$ cat config.mk
export PLATFORM = sky130hd
export DESIGN_NAME = spi_master_mc
export DESIGN_NICKNAME = d
export VERILOG_FILES = /design/src/rtl/spi_master_mc.sv
export SDC_FILE = /design/constraint.sdc
export NUM_CORES = 1
export LEC_CHECK = 0
export CAP_MARGIN = 25
export CORE_UTILIZATION = 45
export DETAILED_ROUTE_END_ITERATION = 8
export PLACE_DENSITY = 0.7
export SYNTH_ARGS = -nofsm -noshare
export SYNTH_HDL_FRONTEND = slang
export SYNTH_SLANG_ARGS = --single-unit
export TNS_END_PERCENT = 10
$ cat constraint.sdc
create_clock -name clk -period 2.7 [get_ports clk]
set_clock_uncertainty 0.15 [all_clocks]
set_input_delay 0.54 -clock clk [delete_from_list [all_inputs] [get_ports clk]]
set_output_delay 0.54 -clock clk [all_outputs]
set_load 0.02 [all_outputs]
$ cat src/rtl/spi_master_mc.sv
// ============================================================================
// Module   : spi_master_mc
// Brief    : Full-duplex SPI master, all CPOL/CPHA modes, MSB/LSB first,
//            one-hot active-low chip select out of NUM_CS.
// Revision : 1.0 - initial release
// ============================================================================
`default_nettype none

module spi_master_mc #(
    parameter int DATA_WIDTH = 32,
    parameter int NUM_CS     = 4,
    parameter int CLK_FREQ   = 50_000_000,
    parameter int SCLK_FREQ  = 5_000_000,
    localparam int CS_W      = (NUM_CS > 1) ? $clog2(NUM_CS) : 1
) (
    input  logic                  clk,
    input  logic                  rst_n,
    input  logic                  start,
    input  logic                  cpol,
    input  logic                  cpha,
    input  logic                  lsb_first,
    input  logic [CS_W-1:0]       cs_sel,
    input  logic [DATA_WIDTH-1:0] data_i,
    input  logic                  miso,
    output logic [DATA_WIDTH-1:0] data_o,
    output logic                  busy,
    output logic                  finish,
    output logic                  mosi,
    output logic                  sclk,
    output logic [NUM_CS-1:0]     ss_n
);

    localparam int HALF = CLK_FREQ / (2 * SCLK_FREQ);
    localparam int CW   = (HALF > 2) ? $clog2(HALF) : 1;
    localparam logic [CW-1:0] HALF_M1   = CW'(HALF - 1);
    localparam logic [10:0]   LAST_EDGE = 11'(2 * DATA_WIDTH);

    generate
        if (HALF < 2) begin : g_half_check
            $error("spi_master_mc: CLK_FREQ/(2*SCLK_FREQ) must be at least 2");
        end
    endgenerate

    typedef enum logic [2:0] {
        S_IDLE   = 3'd0,
        S_LEAD   = 3'd1,
        S_XFER   = 3'd2,
        S_TRAIL  = 3'd3,
        S_FINISH = 3'd4
    } state_t;

    state_t                state_q, state_d;
    logic [CW-1:0]         cnt_q, cnt_d;
    logic [10:0]           edge_q, edge_d;
    logic [DATA_WIDTH-1:0] tx_q, tx_d;
    logic [DATA_WIDTH-1:0] rx_q, rx_d;
    logic [DATA_WIDTH-1:0] data_q, data_d;
    logic                  cpol_q, cpol_d;
    logic                  cpha_q, cpha_d;
    logic                  lsb_q, lsb_d;
    logic [CS_W-1:0]       sel_q, sel_d;
    logic                  sclk_q, sclk_d;
    logic                  mosi_q, mosi_d;
    logic [NUM_CS-1:0]     ss_n_q, ss_n_d;
    logic                  busy_q, busy_d;
    logic                  finish_q, finish_d;

    logic [DATA_WIDTH-1:0] w_tx_shift;
    logic [10:0]           w_edge_nxt;
    logic                  w_active;

    always_comb begin
        state_d    = state_q;
        cnt_d      = cnt_q;
        edge_d     = edge_q;
        tx_d       = tx_q;
        rx_d       = rx_q;
        data_d     = data_q;
        cpol_d     = cpol_q;
        cpha_d     = cpha_q;
        lsb_d      = lsb_q;
        sel_d      = sel_q;
        sclk_d     = sclk_q;
        mosi_d     = mosi_q;
        w_tx_shift = lsb_q ? {1'b0, tx_q[DATA_WIDTH-1:1]} : {tx_q[DATA_WIDTH-2:0], 1'b0};
        w_edge_nxt = edge_q + 11'd1;

        case (state_q)
            S_IDLE: begin
                sclk_d = cpol;
                mosi_d = 1'b0;
                cnt_d  = '0;
                edge_d = '0;
                if (start) begin
                    state_d = S_LEAD;
                    tx_d    = data_i;
                    rx_d    = '0;
                    cpol_d  = cpol;
                    cpha_d  = cpha;
                    lsb_d   = lsb_first;
                    sel_d   = cs_sel;
                    // CPHA=0 slaves sample on the first edge, so the first bit must already be out.
                    mosi_d  = cpha ? 1'b0 : (lsb_first ? data_i[0] : data_i[DATA_WIDTH-1]);
                end
            end
            S_LEAD: begin
                if (cnt_q == HALF_M1) begin
                    cnt_d   = '0;
                    state_d = S_XFER;
                end else begin
                    cnt_d = cnt_q + 1'b1;
                end
            end
            S_XFER: begin
                if (cnt_q == HALF_M1) begin
                    cnt_d  = '0;
                    edge_d = w_edge_nxt;
                    sclk_d = ~sclk_q;
                    // Odd edges are leading; the sampling edge is the one not used for shifting.
                    if (w_edge_nxt[0] != cpha_q) begin
                        rx_d = lsb_q ? {miso, rx_q[DATA_WIDTH-1:1]} : {rx_q[DATA_WIDTH-2:0], miso};
                    end else if (cpha_q && (w_edge_nxt == 11'd1)) begin
                        mosi_d = lsb_q ? tx_q[0] : tx_q[DATA_WIDTH-1];
                    end else if (w_edge_nxt != LAST_EDGE) begin
                        tx_d   = w_tx_shift;
                        mosi_d = lsb_q ? w_tx_shift[0] : w_tx_shift[DATA_WIDTH-1];
                    end
                    if (w_edge_nxt == LAST_EDGE) begin
                        state_d = S_TRAIL;
                    end
                end else begin
                    cnt_d = cnt_q + 1'b1;
                end
            end
            S_TRAIL: begin
                if (cnt_q == HALF_M1) begin
                    cnt_d   = '0;
                    state_d = S_FINISH;
                    data_d  = rx_q;
                end else begin
                    cnt_d = cnt_q + 1'b1;
                end
            end
            S_FINISH: begin
                state_d = S_IDLE;
                sclk_d  = cpol;
                mosi_d  = 1'b0;
            end
            default: begin
                state_d = S_IDLE;
            end
        endcase
    end

    // Outputs are registered from the next-state view so they line up with the state they describe.
    always_comb begin
        w_active = (state_d == S_LEAD) || (state_d == S_XFER) || (state_d == S_TRAIL);
        ss_n_d   = '1;
        for (int i = 0; i < NUM_CS; i++) begin
            if (w_active && (int'(sel_d) == i)) begin
                ss_n_d[i] = 1'b0;
            end
        end
        busy_d   = (state_d != S_IDLE);
        finish_d = (state_d == S_FINISH);
    end

    always_ff @(posedge clk) begin
        if (!rst_n) begin
            state_q  <= S_IDLE;
            cnt_q    <= '0;
            edge_q   <= '0;
            tx_q     <= '0;
            rx_q     <= '0;
            data_q   <= '0;
            cpol_q   <= 1'b0;
            cpha_q   <= 1'b0;
            lsb_q    <= 1'b0;
            sel_q    <= '0;
            sclk_q   <= 1'b0;
            mosi_q   <= 1'b0;
            ss_n_q   <= '1;
            busy_q   <= 1'b0;
            finish_q <= 1'b0;
        end else begin
            state_q  <= state_d;
            cnt_q    <= cnt_d;
            edge_q   <= edge_d;
            tx_q     <= tx_d;
            rx_q     <= rx_d;
            data_q   <= data_d;
            cpol_q   <= cpol_d;
            cpha_q   <= cpha_d;
            lsb_q    <= lsb_d;
            sel_q    <= sel_d;
            sclk_q   <= sclk_d;
            mosi_q   <= mosi_d;
            ss_n_q   <= ss_n_d;
            busy_q   <= busy_d;
            finish_q <= finish_d;
        end
    end

    assign data_o = data_q;
    assign busy   = busy_q;
    assign finish = finish_q;
    assign mosi   = mosi_q;
    assign sclk   = sclk_q;
    assign ss_n   = ss_n_q;

endmodule

`default_nettype wire

==> results.cfg <==
[sta]
setup_viol = 0
hold_viol = 0
setup-tns-final_ns = 0
max_freq_ghz = 0.3948
fin_crit_ns = 2.533
rsz0062_at_grt = no
worstMarginPinSlew_ns = 0.6361
drv_slew = 0
slew_headroom_pct = 57.45
period_share_pct = 93.82

[synthesis]
synth_largest_area_cell = dfxtp_1
synth_compound_area_share_pct = 16.65
seq_area_frac_synth_pct = 41.83
synthSimpleGateAreaFrac_pct = 18.70
synth-edff-count = 0
synth_ff_type = dfxtp_1
ys_warn_count = 0
synth_area_um2 = 5982
synth_xor_xnor_area_share_pct = 0.5857
ys_seq_elements = 125
synth.area.mux_share_pct = 16.57
synth_fa_ha_area_share_pct = 1.046
netlist.area_leader.share_pct = 41.83
synth_fp_nets = 743
synthTopCellsByArea = dfxtp_1, mux2i_1, nand2_1
syn_inst = 697
synth_commonest_cells = nand2_1, dfxtp_1, mux2i_1, nor2_1, a21oi_1
post-synth-top-count-cell = nand2_1
avgSynthCellArea_um2 = 8.582
synth_top_family_by_area = simple AND/OR/NAND/NOR gates
synthDistinctLibCells = 50
async_flop_share_pct = 0

[pwr]
swShare_pct = 23.48
combPwrFrac_pct = 7.6
p_sw_mw = 1.065
power_mw = 4.537
pwr-share-seq_pct = 42.8
intPower_mw = 3.472
power.share.clock_pct = 49.6
power.leakage_nw = 2.676
worst_ir_drop_vdd_uv = 474.4
p_per_area_nw_per_um2 = 599.8

[detailed_routing]
vias = 5155
wl_mm = 13.61
drt_iter0_markers = 410
drt.antenna.violating_nets = 0
post-route-drc-count = 0
post_drt_wl_per_cell_um = 14.40
via_per_inst = 5.455
drt_pass1_iterations = 5

[worst_hold_path]
hold_class = reg2reg

[clock_network]
cts-resized-gates = 0
clockBufferDepth = 2
numCtsBuffers = 17
cts_tree = done
insertion_delay_ns = 0.42
clock_sinks = 125
cts_root_buffer = clkbuf_16
postCtsSetupBuffers = 0
clk_pin_slew_worst_paths_ns = 0.06
ctsHtreeMaxLevel = 4
holdBufCountCts = 0

[critical_path]
crit_required_ns = 2.90
slowest_stage = or4_1
critical_path_peak_fanout = 30
arrival_ns = 2.73
end_kind = flip-flop
cpPeakStageDelay_ns = 0.56
cp_cell_sequence = ha_1 -> nand3_1 -> or4_1 -> nand3_2 -> o2111ai_4 -> a31oi_4 -> buf_12 -> mux2i_1
cp-start-kind = flip-flop
criticalPathCategory = reg2reg

[floorplan]
io_pins = 81
rows = 41
dieArea_um2 = 13760
start_util_pct = 46.83
die_h_um = 117.3
dieWidth_um = 117.3
fp.coreArea_um2 = 12770

[placement]
io_buffers = 80
hpwl_mm = 8.867
gp_congestion = 0.8171

[flow_run]
cap_violations = 0

[global_route]
antenna_found_initial = 0
overflow = 0
grt_usage_pct = 21.37
first_global_vias = 4719
grt_start_max_net_pins = 69
grt_pass1_wl_mm = 22.61

[layout]
drive_gt1_share_pct = 12.16
areaGrowthSynthToFinish_pct = 26.46
nets = 806
diodes = 0

[status]
status = completed
-- cells by family after synthesis --
kind of cell	after synthesis
multiplexers	95
flip-flops	125
AND/OR/NAND/NOR	255
AO/OA/AOI/OAI	150
adder cells (fa/ha/maj)	5
buffers and inverters	63
XOR/XNOR	4
-- per-stage QoR --
| step | utilization [%] | instance area [um2] | std cells | hold slack [ns] | setup slack [ns] |
|---|---|---|---|---|---|
| 3_3_place_gp | 54.53 | 6965 | 913 | 0.2934 | 0.2430 |
| 4_1_cts | 59.15 | 7556 | 945 | 0.3073 | 0.1221 |
| 2_1_floorplan | - | 5982 | 697 | 0.2919 | 0.1960 |
| 3_5_place_dp | 54.53 | 6965 | 913 | 0.2990 | 0.1499 |
| 5_1_grt | 59.22 | 7565 | 945 | 0.3204 | 0.003089 |
| 6_report | 59.22 | 7565 | 945 | 0.3052 | 0.1668 |
-- sequential cells by signal, summed over array words and instances, names as in the netlist, 2 cells and up --
name     cells
ss_n         4
tx_q        32
rx_q        32
edge_q      11
state_q      3
sel_q        2
data_o      32
cnt_q        3
-- worst max-delay path: cells and delay by family, from the launching register on --
family	cells	cell delay (ns)
and+or+nand+nor	3	0.87
AOI/OAI and AO/OA	2	0.40
DFF	1	0.33
buffers and inverters	1	0.26
muxes	1	0.22
adders and majority gates	1	0.21
-- area by class of cell --
type	instances	area, um2
well taps	172	215.2
clock inverters	13	137.6
repair buffers	98	980.9
fillers	1077	5209
clock buffers	19	452.9
flip-flops and latches	125	2506
multi-input cells	509	3238
inverters	9	33.78
-- layout by cell type (no fill, tap or decap), types with 5 or more instances in the layout --
cell,n
ha_1,5
a21oi_1,49
nor2_1,54
and3_1,5
mux2i_1,63
nand3_1,12
clkbuf_16,17
clkdlybuf4s50_1,79
o211ai_1,32
buf_4,14
o21ai_0,16
a22oi_1,32
nand3b_1,5
nand2_1,147
dfxtp_1,124
mux2_2,32
nor3_1,6
inv_1,8
-- layer usage --
| layer | vias up | global-route usage, % | routed length, um |
|---|---|---|---|
| met4 | 0 | 7.342 | 182 |
| met2 | 135 | 34.78 | 6517 |
| met3 | 18 | 6.385 | 715 |
| met1 | 2406 | 26.93 | 6196 |
| met5 | - | 0 | 0 |
| li1 | 2596 | - | - |
-- worst paths after layout --
| path | startpoint | to | slack (ns) | cells after the start |
|---|---|---|---|---|
| worst max-delay path | edge_q[1] | tx_q[10] | 0.17 | 8 |
| worst max register to register | edge_q[1] | tx_q[10] | 0.17 | 8 |
| worst min register to register | data_o[11] | data_o[11] | 0.31 | 2 |
| worst min-delay path | data_o[11] | data_o[11] | 0.31 | 2 |
-- power groups by stage --
stage	sequential [mW]	clock [mW]	combinational (mW)
5_1_grt	1.95	2.39	0.377
3_3_place_gp	1.98	0	0.339
3_5_place_dp	1.98	0	0.346
2_1_floorplan	1.97	0	0.233
6_report	1.94	2.25	0.346
4_1_cts	1.94	2.29	0.348
(Power assumes the default switching activity.)
